==> src/rtl/ahb_burst_tracker.sv <==
// AHB-Lite slave-side burst tracker: predicts each data-phase beat address,
// counts beats, flags the last beat and pulses protocol-violation flags.
module ahb_burst_tracker #(
  parameter int ADDR_W   = 10,
  parameter int MAX_SIZE = 3,
  parameter int BOUND_W  = 10,
  parameter int CNT_W    = 8
) (
  input  logic              clk,
  input  logic              n_rst,
  input  logic              hsel,
  input  logic [ADDR_W-1:0] haddr,
  input  logic [1:0]        htrans,
  input  logic [2:0]        hsize,
  input  logic [2:0]        hburst,
  input  logic              hready,
  output logic              burst_active,
  output logic              beat_valid,
  output logic [ADDR_W-1:0] beat_addr,
  output logic [CNT_W-1:0]  beat_idx,
  output logic              last_beat,
  output logic              addr_err,
  output logic              seq_err,
  output logic              size_err,
  output logic              bound_err
);

  typedef enum logic [1:0] {
    TR_IDLE   = 2'd0,
    TR_BUSY   = 2'd1,
    TR_NONSEQ = 2'd2,
    TR_SEQ    = 2'd3
  } htrans_t;

  typedef enum logic { ST_IDLE, ST_ACTIVE } state_t;

  localparam logic [2:0]        MAX_SZ  = 3'(MAX_SIZE);
  localparam logic [ADDR_W-1:0] ONE_A   = ADDR_W'(1);
  localparam logic [CNT_W-1:0]  ONE_C   = CNT_W'(1);

  state_t            state;
  logic [2:0]        burst_q;
  logic [2:0]        size_q;
  logic [4:0]        len_q;     // 0 encodes undefined-length INCR
  logic [ADDR_W-1:0] inc_q;
  logic [ADDR_W-1:0] wmask_q;

  function automatic logic [4:0] burst_len(input logic [2:0] b);
    case (b)
      3'd0:       return 5'd1;
      3'd1:       return 5'd0;
      3'd2, 3'd3: return 5'd4;
      3'd4, 3'd5: return 5'd8;
      default:    return 5'd16;
    endcase
  endfunction

  function automatic logic crosses(input logic [ADDR_W-1:0] a,
                                   input logic [ADDR_W-1:0] b);
    return (a >> BOUND_W) != (b >> BOUND_W);
  endfunction

  logic              is_nonseq, is_seq, is_busy;
  logic [4:0]        len_in;
  logic [ADDR_W-1:0] inc_in, wmask_in, pred_addr;
  logic [CNT_W-1:0]  idx_inc;
  logic              size_bad, at_end, last_seq, seq_mismatch;

  assign is_nonseq = hsel && (htrans == TR_NONSEQ);
  assign is_seq    = hsel && (htrans == TR_SEQ);
  assign is_busy   = hsel && (htrans == TR_BUSY);

  assign len_in   = burst_len(hburst);
  assign inc_in   = ONE_A << hsize;
  assign wmask_in = ADDR_W'((32'(len_in) << hsize) - 32'd1);

  // Odd HBURST codes are the incrementing types; even non-zero codes wrap.
  assign pred_addr = burst_q[0] ? beat_addr + inc_q
                                : (beat_addr & ~wmask_q) | ((beat_addr + inc_q) & wmask_q);

  assign size_bad     = (hsize > MAX_SZ) || ((haddr & (inc_in - ONE_A)) != '0);
  assign at_end       = (len_q != 5'd0) && (32'(beat_idx) + 32'd1 == 32'(len_q));
  assign last_seq     = (len_q != 5'd0) && (32'(beat_idx) + 32'd2 == 32'(len_q));
  assign idx_inc      = (&beat_idx) ? beat_idx : beat_idx + ONE_C;
  assign seq_mismatch = (haddr != pred_addr) || (hsize != size_q) || (hburst != burst_q);

  // NOTE: sequential state is written only with non-blocking assignments so
  // every register samples the pre-edge values of its neighbours.
  always_ff @(posedge clk or negedge n_rst) begin
    if (!n_rst) begin
      state        <= ST_IDLE;
      burst_q      <= '0;
      size_q       <= '0;
      len_q        <= '0;
      inc_q        <= '0;
      wmask_q      <= '0;
      burst_active <= 1'b0;
      beat_valid   <= 1'b0;
      beat_addr    <= '0;
      beat_idx     <= '0;
      last_beat    <= 1'b0;
      addr_err     <= 1'b0;
      seq_err      <= 1'b0;
      size_err     <= 1'b0;
      bound_err    <= 1'b0;
    end else begin
      addr_err  <= 1'b0;
      seq_err   <= 1'b0;
      size_err  <= 1'b0;
      bound_err <= 1'b0;
      if (hready) begin
        if (is_nonseq) begin
          state        <= (len_in == 5'd1) ? ST_IDLE : ST_ACTIVE;
          burst_active <= (len_in != 5'd1);
          burst_q      <= hburst;
          size_q       <= hsize;
          len_q        <= len_in;
          inc_q        <= inc_in;
          wmask_q      <= wmask_in;
          beat_addr    <= haddr;
          beat_idx     <= '0;
          beat_valid   <= 1'b1;
          last_beat    <= (len_in == 5'd1);
          size_err     <= size_bad;
          bound_err    <= hburst[0] && crosses(haddr, haddr + inc_in);
        end else if (is_seq) begin
          size_err <= size_bad;
          if (state == ST_IDLE || at_end) begin
            seq_err      <= 1'b1;
            beat_valid   <= 1'b0;
            last_beat    <= 1'b0;
            state        <= ST_IDLE;
            burst_active <= 1'b0;
          end else begin
            // A wrong haddr is flagged but the prediction stays authoritative.
            beat_addr  <= pred_addr;
            beat_idx   <= idx_inc;
            beat_valid <= 1'b1;
            last_beat  <= last_seq;
            addr_err   <= seq_mismatch;
            bound_err  <= burst_q[0] && !last_seq && crosses(pred_addr, pred_addr + inc_q);
          end
        end else begin
          beat_valid <= 1'b0;
          last_beat  <= 1'b0;
          if (!is_busy) begin
            state        <= ST_IDLE;
            burst_active <= 1'b0;
          end
        end
      end
    end
  end

endmodule

==> config.mk <==
export PLATFORM = sky130hd
export DESIGN_NAME = ahb_burst_tracker
export DESIGN_NICKNAME = d
export VERILOG_FILES = /design/src/rtl/ahb_burst_tracker.sv
export SDC_FILE = /design/constraint.sdc
export NUM_CORES = 1
export LEC_CHECK = 0
export BUFFER_PORTS_ARGS = -buffer_cell sky130_fd_sc_hd__buf_2
export CAP_MARGIN = 20
export CORE_MARGIN = 2
export CORE_UTILIZATION = 59
export DETAILED_ROUTE_END_ITERATION = 10
export PLACE_DENSITY = 0.81
export RECOVER_POWER = 25
export SYNTH_ARGS = -nofsm -noshare
export SYNTH_HDL_FRONTEND = slang
export SYNTH_SLANG_ARGS = --single-unit
export TNS_END_PERCENT = 100
==> constraint.sdc <==
create_clock -name clk -period 3 [get_ports clk]
set_clock_uncertainty 0.05 [all_clocks]
set_input_delay 0.6 -clock clk [delete_from_list [all_inputs] [get_ports clk]]
set_output_delay 0.6 -clock clk [all_outputs]
set_load 0.02 [all_outputs]
Word level (Yosys, flattened, before mapping)
Index checks and enable logic that the tools add are counted.

Add/sub/neg operators: 6. $mul: 0. Div/mod/pow operators: 0. $lt $le $gt $ge: 1. Equal/unequal tests: 19. Shift-type cells: 2. Multiplexer cells: 32. Bitwise gates (word level): 6. Reductions and logical operators: 20.

Operator list (number): two-way mux 10 bit (4); two-way mux 8 bit (4); AND 10 bit (3); two-way mux 1 bit (23); case mux 5 bit (4 select lines) (1); subtractor 10 x 1 -> 10 bit, second input constant (2); == test 9 x 5 -> 1 bit (2); adder 10 bit (1); != test 10 bit (1); NOT 10 bit (1); OR 10 bit (1); nonzero test 10 bit (1); << shifter 1 x 3 -> 10 bit, first input constant (1); << shifter 5 x 3 -> 10 bit (1); adder 8 x 1 -> 9 bit, second input constant (1); adder 8 x 2 -> 9 bit, second input constant (1); adder 8 x 1 -> 8 bit, second input constant (1); AND reduction 8 bit (1); == test 3 x 2 -> 1 bit, second input constant (2); == test 3 bit, second input constant (2); != test 3 bit (2); AND reduction 3 bit (2); == test 5 x 1 -> 1 bit, second input constant (1); logical AND 1 bit (5); other kinds (16) (22).

Register bits: 56. Bits in latches: 0. RAM bits: 0. Bits in read-only memories: 0. Bits of input ports: 22. Output and inout bits: 25. Logic and storage cells: 100. Memories: 0.

Logic depth before layout (Yosys ltp)
Gate-level depths: netlist of the first run.

Depth after elaboration: 11. Depth in mapped cells: 9. Mapped depth without buffers: 9.

Worst setup path before layout of the first run
Ideal clock, no wire load.

Path kind: register to register. From: register beat_addr[0]. To: register addr_err. Setup time: 0.143 ns. Arrival: 2.576 ns. Data required time: 2.807 ns. Setup slack: 0.231 ns. Stages on the path, launching flop included: 10. Path buffers: 0. Clock period less this slack: 2.769 ns. Cell sequence: dfrtp_1 -> ha_1 -> fa_1 -> a21o_1 -> a221oi_1 -> a21boi_0 -> nor4_1 -> nor3_1 -> nor4_1 -> a41oi_1.

Longest elaborated chain between the ends: 11. Elaborated cells between the ends (all ways): 12. Those cells by class: add/sub: 1; eq/ne: 1; mux: 5; bitwise: 3; reduce/logical: 2.

RTL lines: start: declaration (line 19) `output logic [ADDR_W-1:0] beat_addr,`; start signal: assignment (line 120) `beat_addr <= haddr;`; start signal: assignment (line 136) `beat_addr <= pred_addr;`; adder 10 bit (line 78, 79); AND 10 bit (line 79) `: (beat_addr & ~wmask_q) | ((beat_addr + inc_q) & wmask_q);`; OR 10 bit (line 79); two-way mux 10 bit (*) (line 78) `assign pred_addr = burst_q[0] ? beat_addr + inc_q`; != test 10 bit (*) (line 85) `assign seq_mismatch = (haddr != pred_addr) || (hsize != size_q) || (hburst != burst_q);`; logical OR 1 bit (*) (2 in series) (line 85); two-way mux 1 bit (*) (line 128) `if (state == ST_IDLE || at_end) begin`; two-way mux 1 bit (*) (line 126) `end else if (is_seq) begin`; two-way mux 1 bit (*) (line 112) `if (is_nonseq) begin`; two-way mux 1 bit (*) (line 111) `if (hready) begin`; end signal: assignment (line 140) `addr_err <= seq_mismatch;`; end: declaration (line 22) `output logic addr_err,`.

Every way passes the cells marked *; elsewhere a longest branch is shown, timed or not. A chain may end at the register's enable or synchronous reset.

Worst setup path after layout of the first run
From: register beat_idx[0]. To: register beat_addr[2].

Longest elaborated chain between the ends: 6.

RTL lines: start: declaration (line 20) `output logic [CNT_W-1:0] beat_idx,`; start signal: assignment (line 137) `beat_idx <= idx_inc;`; adder 8 x 1 -> 9 bit (line 82) `assign at_end = (len_q != 5'd0) && (32'(beat_idx) + 32'd1 == 32'(len_q));`; == test 9 x 5 -> 1 bit (line 82); logical AND 1 bit (line 82); logical OR 1 bit (line 128); != test 2 bit (no source line); AND reduction 3 bit (no source line).

No other way between the ends.

==> metrics.md, run 1 <==
| Metric | Value |
|---|---|
| Status | complete, but fails checks |
| Failing checks | max-capacitance violations, max-slew violations |
| Hold/Removal Path Class | primary input to async pin |
| F_max | 357 MHz |
| Die area | 0.00697 mm² |
| Clk slew on worst S/H paths | 0.10 ns |
| Die span in y | 83.5 µm |
| Unrepaired setup endpoints after global routing | false |
| Int Power | 1.44 mW |
| Data required, critical path | 3.15 ns |
| Syn_nets | 484 |
| Initial Util | 0.618 |
| Routability-driven placement congestion ratio | 0.952 |
| Num ports | 47 |
| Final min period | 2.80 ns |
| Global-route wire length before repair | 15400 µm |
| Total Power | 2.43 mW |
| Worst-Margin Slew | 1.62 ns |
| Final core occ | 0.679 |
| Netlist cell types | 56 |
| Antenna-violating nets left | 0 |
| Post-Syn Area | 0.00373 mm² |
| Setup crit end kind | flop |
| Switching Share | 0.409 |
| Crit-path max FO | 10 |
| Leak Pwr | 1.81 nW |
| Final hold violation count | 0 |
| Iteration-0 DRC Markers | 252 |
| CTS root buffer | clkbuf_8 |
| Seq/Total Area, Yosys | 0.349 |
| Yosys top cell area share | 0.349 |
| Area leader, netlist | dfrtp_1 |
| CTS HTree Levels | 2 |
| Syn. warnings | 0 |
| Latest clock arrival within the worst-skew pair | 0.31 ns |
| Worst slew margin | -0.0771 |
| Combinational share of power | 0.426 |
| TNS Setup | 0 ns |
| Via count | 3429 |
| Reg2Reg Depth | 8 |
| CTS max path bufs | 2 |
| Final Max Tran Viols | 32 |
| DP HPWL | 7050 µm |
| GRT overflow | 0 |
| Synth area leaders | dfrtp_1 35%, nand2_1 6.9%, o21ai_0 6.6%, xnor2_1 4.7%, a21oi_1 4.3% |
| PD cells | 594 mW/mm² |
| Sequential Power Share | 0.406 |
| Antenna violations before repair | 0 |
| Avg Vias per Cell | 6.12 |
| Net Sw Power | 0.994 mW |
| Clock network power share | 0.168 |
| Avg Inst Size Synth | 8.30 µm² |
| CTS sink count | 52 |
| Area Growth Syn to Fin | 9.84% |
| Max-Cap Viols | 1 |
| Num CTS Buffers | 5 |
| Final nets | 520 |
| Setup-failing EPs final | 0 |
| DRC violations left | 0 |
| PortBufs | 45 |
| WL final | 9280 µm |
| # rows | 28 |
| Aggregate global-route resource usage | 0.272 |
| Hold Worst Slack | 0.0477 ns |
| Vias in the first global route | 3109 |
| Drt pass-1 iters | 7 |
| Share of layout cells above drive strength 1 | 0.175 |
| Yosys reg bits | 52 |
| Critical Setup Path Class | flop to flop |
| Critical Path Source Type | flop |
| Core Area | 0.00603 mm² |
| Async SR Flop Fraction | 1.00 |
| Largest net degree at the start of global routing | 37 |
| Routed WL per cell | 16.6 µm |
| CTS tree | done |
| WP data arrival | 2.95 ns |
| Post-synth EDFFs | 0 |
| Die X-Extent | 83.5 µm |
| Final cycle utilization of the critical path | 0.933 |
| Mapped Cells | 449 |
| # diodes | 0 |
| Primary FF master, synth | dfrtp_1 |
| VDD IR max | 345 µV |
==> metrics by stage <==
step	area (µm²)	worst slack (ns)	instances
finish	4090	0.202	560
detailed placement	4000	0.210	552
global placement	4000	0.272	552
floorplan	3730	0.231	449
CTS	4090	0.168	559
global route	4090	0.0265	560
==> layout make-up <==
class / count / area (µm²)
multi-input combinational: 359 / 2260
fill: 514 / 1930
sequential: 52 / 1300
timing repair buffer: 58 / 314
tap: 75 / 93.8
clock buffer: 5 / 68.8
inverter: 9 / 33.8
clock inverter: 2 / 16.3
==> cells in the mapped netlist (all sizes together), types with 6 or more instances <==
cell type / instances
a21oi: 32
nor2: 31
inv: 9
buf: 8
xnor2: 21
nor3: 9
or3: 8
xor2: 13
o22ai: 7
clkbuf: 21
o2bb2ai: 6
nand2: 68
dfrtp: 52
o21ai: 50
ha: 12
nand3: 15
mux2: 11
nor4: 8
==> layout by cell type, fill, tap and decap left out, types with 8 or more instances in the layout <==
cell type / count
inv_1: 9
buf_2: 44
nand2_1: 68
nand3_1: 15
a21oi_1: 32
xnor2_1: 20
nor3_1: 9
dfrtp_1: 52
mux2_2: 8
o21ai_0: 49
buf_4: 11
nor2_1: 31
xor2_1: 13
ha_1: 12
==> worst max-delay path, stage by stage, from the launching register on <==
cell     delay [ns]
dfrtp_1        0.49
ha_1           0.30
nand3_1        0.23
mux2_2         0.37
mux2i_1        0.23
nor4_4         0.11
o21ai_4        0.27
and2_4         0.30
mux2_4         0.32
==> sequential cells by signal (all words and copies together) (netlist names) <==
signal and count:
seq_err 1, addr_err 1, size_q 3, size_err 1, beat_addr 10, inc_q 8, wmask_q 10, burst_q 3
burst_active 1, beat_valid 1, last_beat 1, beat_idx 8, len_q 4
==> metal layers <==
layer	global-route usage	routed length (µm)	vias up
met4	0.0601	144	0
met2	0.427	4160	127
met1	0.405	4460	1605
met5	0	0	-
met3	0.0336	504	16
li1	-	-	1681
==> final timing paths <==
path                              from            to  slack [ns]
hold reg to reg             beat_valid    beat_valid        0.43
max in group asynchronous        n_rst   beat_idx[1]        1.08
setup reg to reg           beat_idx[0]  beat_addr[2]        0.20
setup / recovery           beat_idx[0]  beat_addr[2]        0.20
min in group clk            beat_valid    beat_valid        0.43
hold / removal                   n_rst   beat_idx[5]        0.05
==> power groups by stage <==
stage               combinational, mW  clock (mW)  sequential [mW]
finish                           1.04       0.407            0.988
CTS                              1.03       0.416            0.984
global route                     1.15       0.440             1.01
detailed placement               1.02           0            0.997
floorplan                       0.698           0             1.03
global placement                 1.01           0            0.989
==> repair_timing <==
action,in CTS,in global routing
hold endpoints to repair,0,0
setup buffers,0,1
setup endpoints to repair,0,5
gates resized for setup,0,2
hold buffers,0,0
==> cells by family (layout without fill, tap and decap cells) <==
kind of cell | after synthesis | in the layout | synth area share
buffers and inverters | 38 | 74 | 0.0447
xor gates and xnor gates | 34 | 34 | 0.0819
and+or+nand+nor | 164 | 164 | 0.210
AOI/OAI and AO/OA | 131 | 131 | 0.218
muxes | 16 | 16 | 0.0497
DFF | 52 | 52 | 0.349
other | 1 | 1 | 0.00101
adders and majority gates | 13 | 13 | 0.0457
(Power assumes the default switching activity.)
==> run 2, diff against run 1 <==
--- a/config.mk
+++ b/config.mk
@@ -7,11 +7,13 @@
 export LEC_CHECK = 0
 export BUFFER_PORTS_ARGS = -buffer_cell sky130_fd_sc_hd__buf_2
 export CAP_MARGIN = 20
-export CORE_MARGIN = 2
-export CORE_UTILIZATION = 59
+export CELL_PAD_IN_SITES_DETAIL_PLACEMENT = 0
+export CELL_PAD_IN_SITES_GLOBAL_PLACEMENT = 2
+export CORE_UTILIZATION = 35
 export DETAILED_ROUTE_END_ITERATION = 10
-export PLACE_DENSITY = 0.81
+export PLACE_DENSITY_LB_ADDON = 0.1
 export RECOVER_POWER = 25
+export REMOVE_ABC_BUFFERS = 1
 export SYNTH_ARGS = -nofsm -noshare
 export SYNTH_HDL_FRONTEND = slang
 export SYNTH_SLANG_ARGS = --single-unit
==> run 2 against run 1 <==
  * The run now ends clean
  * Flip-flop and latch count stayed put
  * Design area up 3.1%
  * Clock power up 9.6%
  * Hold slack improved by 0.39 ns
  * Worst setup slack lost 0.013 ns
  * Critical endpoint is now beat_addr[3]
  * Clock-buffer cell count unchanged
  * Via count decreased by 0.61%
  * Critical path type unchanged
  * Maximum frequency down 0.45%
  * Combinational power about the same
  * Highest routed layer unchanged
  * Final cell count grew 12%
  * Critical path depth stayed put
  * Non-clock buffer count rose by 4
==> metrics.md, run 2 (synthesis gave the netlist of run 1 again) <==
| Metric | Value |
|---|---|
| Final Max Tran Viols | 0 |
| CP Capture Point | beat_addr[3] |
| Final instance area | 0.00422 mm² |
| Die X-Extent | 105 µm |
| CTS sink count | 52 |
| Routability-driven placement congestion ratio | 0.847 |
| Antenna-violating nets left | 0 |
| VDD IR max | 219 µV |
| Fin cells | 626 |
| CP Depth | 8 |
| PortBufs | 45 |
| Initial Util | 0.361 |
| Data required, critical path | 3.17 ns |
| Cts hold-fix bufs | 0 |
| Area post-placement | 0.00412 mm² |
| Max-Cap Viols | 0 |
| PD cells | 591 mW/mm² |
| Final nets | 524 |
| Delay-heaviest family, CP | simple AND/OR/NAND/NOR gates |
| Hold_sp | wmask_q[7] |
| Antenna violations before repair | 0 |
| Crit path from | beat_idx[2] |
| Setup Buffers After CTS | 0 |
| CTS tree | done |
| Vias in the first global route | 3214 |
| Reg2Reg Launch Point | beat_idx[2] |
| Share of layout cells above drive strength 1 | 0.188 |
| Final min period | 2.81 ns |
| Latest clock arrival within the worst-skew pair | 0.32 ns |
| Critical-path top delay cell | dfrtp_1 |
| CTS root buffer | clkbuf_8 |
| # fillers | 1071 |
| WL final | 11200 µm |
| F_max | 356 MHz |
| Largest net degree at the start of global routing | 30 |
| Routed WL per cell | 18.0 µm |
| Status | finished clean |
| Critical Path Source Type | flop |
| DP HPWL | 8540 µm |
| Setup crit end kind | flop |
| Avg Vias per Cell | 5.44 |
| Worst path max stage delay | 0.47 ns |
| Drt pass-1 iters | 4 |
| Global-route wire length before repair | 18400 µm |
| CTS max path bufs | 2 |
| Worst slew margin | 0.0549 |
| Num ports | 47 |
| WP data arrival | 2.98 ns |
| Clk slew on worst S/H paths | 0.11 ns |
| Core Area | 0.0103 mm² |
| Final core occ | 0.409 |
| Worst-Margin Slew | 1.42 ns |
| TNS Setup | 0 ns |
| Crit-path max FO | 10 |
| Sum of buffers and inverters on the critical path | 0 |
| Reg2Reg Depth | 8 |
| Area Growth Syn to Fin | 13.2% |
| Final hold violation count | 0 |
| Final cycle utilization of the critical path | 0.937 |
| Critical Setup Path Class | flop to flop |
| Most frequent cells in the layout | 68 x nand2_1, 52 x dfrtp_1, 48 x o21ai_0 |
| RR Endpoint | beat_addr[3] |
| # rows | 37 |
| Iteration-0 DRC Markers | 229 |
| Reg2Reg Setup Slack | 0.19 ns |
| Die span in y | 105 µm |
| CTS HTree Levels | 2 |
| Hold/Removal Path Class | flop to flop |
| Unrepaired setup endpoints after global routing | false |
| Via count | 3408 |
| Placed Cells | 618 |
| Num CTS Buffers | 5 |
| Top flop regs | beat_addr (10), wmask_q (10) |
| Aggregate global-route resource usage | 0.217 |
| Die area | 0.0111 mm² |
| GRT overflow | 0 |
| Leak Pwr | 1.85 nW |
| Setup-failing EPs final | 0 |
| Commonest non-fill, non-tap cell in the layout | nand2_1 |
| CP Cell Sequence | ha_1 -> nand2_1 -> xor2_1 -> or3_4 -> nor4_4 -> o21ai_4 -> and2_4 -> mux2_4 |
| DRC violations left | 0 |
| # diodes | 0 |
## run 2: cell count changes in the layout (fill, tap and decap cells not counted)
cell	change
clkbuf_1	-1
clkinvlp_4	-1
o31ai_2	+1
o31ai_1	-1
o21ai_1	+1
o21ai_0	-1
inv_6	+1
clkinv_4	+1
buf_4	+5
## run 2: worst min path at each step
stage / slack, ns / depth (start not counted) / end
final: 0.44 / 2 / wmask_q[7]
after global routing: 0.45 / 2 / burst_active
after CTS: 0.23 / 1 / beat_addr[7]
after detailed placement: 0.41 / 1 / beat_valid
after global placement: 0.41 / 1 / beat_valid
after floorplan: 0.25 / 0 / addr_err
## run 2: stage by stage
step                total power, mW  worst slack [ns]  hold slack (ns)
finish                         2.49             0.189            0.439
floorplan                      1.70             0.231            0.254
global placement               2.05             0.108            0.407
detailed placement             2.05            0.0440            0.415
global route                   2.68          0.000467            0.453
CTS                            2.51            0.0232            0.228
## run 2: repair_timing
item	in CTS	in global routing
setup endpoints to repair	0	8
endpoints found under the hold margin	0	0
gates resized for setup	0	4
## run 2: final cells by class
| cell class | instances | area [µm²] | area share |
|---|---|---|---|
| Multi-Input combinational cell | 359 | 2270 | 0.538 |
| Clock buffer | 5 | 68.8 | 0.0163 |
| Tap cell | 136 | 170 | 0.0403 |
| Inverter | 9 | 33.8 | 0.00801 |
| Timing Repair Buffer | 62 | 348 | 0.0825 |
| Sequential cell | 52 | 1300 | 0.309 |
| Clock inverter | 3 | 26.3 | 0.00623 |
## run 2: worst reg2reg max path: stages, from the launching register on
cell     delay, ns
dfrtp_1       0.47
ha_1          0.32
nand2_1       0.13
xor2_1        0.17
or3_4         0.39
nor4_4        0.43
o21ai_4       0.17
and2_4        0.26
mux2_4        0.31
## run 2: power by group
group / internal (mW) / switching (mW) / total [mW] / leakage, nW
Clock: 0.173 / 0.274 / 0.446 / 0.0491
Combinational: 0.451 / 0.608 / 1.06 / 1.13
Sequential: 0.828 / 0.160 / 0.988 / 0.669
## run 2: layer usage
metal	share of wire	wire length, µm	global-route usage	vias to the layer above
met3	0.040	454	0.0349	6
met4	0.0080	90	0.0433	0
met2	0.44	4930	0.333	75
met5	0	0	0	-
li1	-	-	-	1689
met1	0.51	5770	0.320	1638
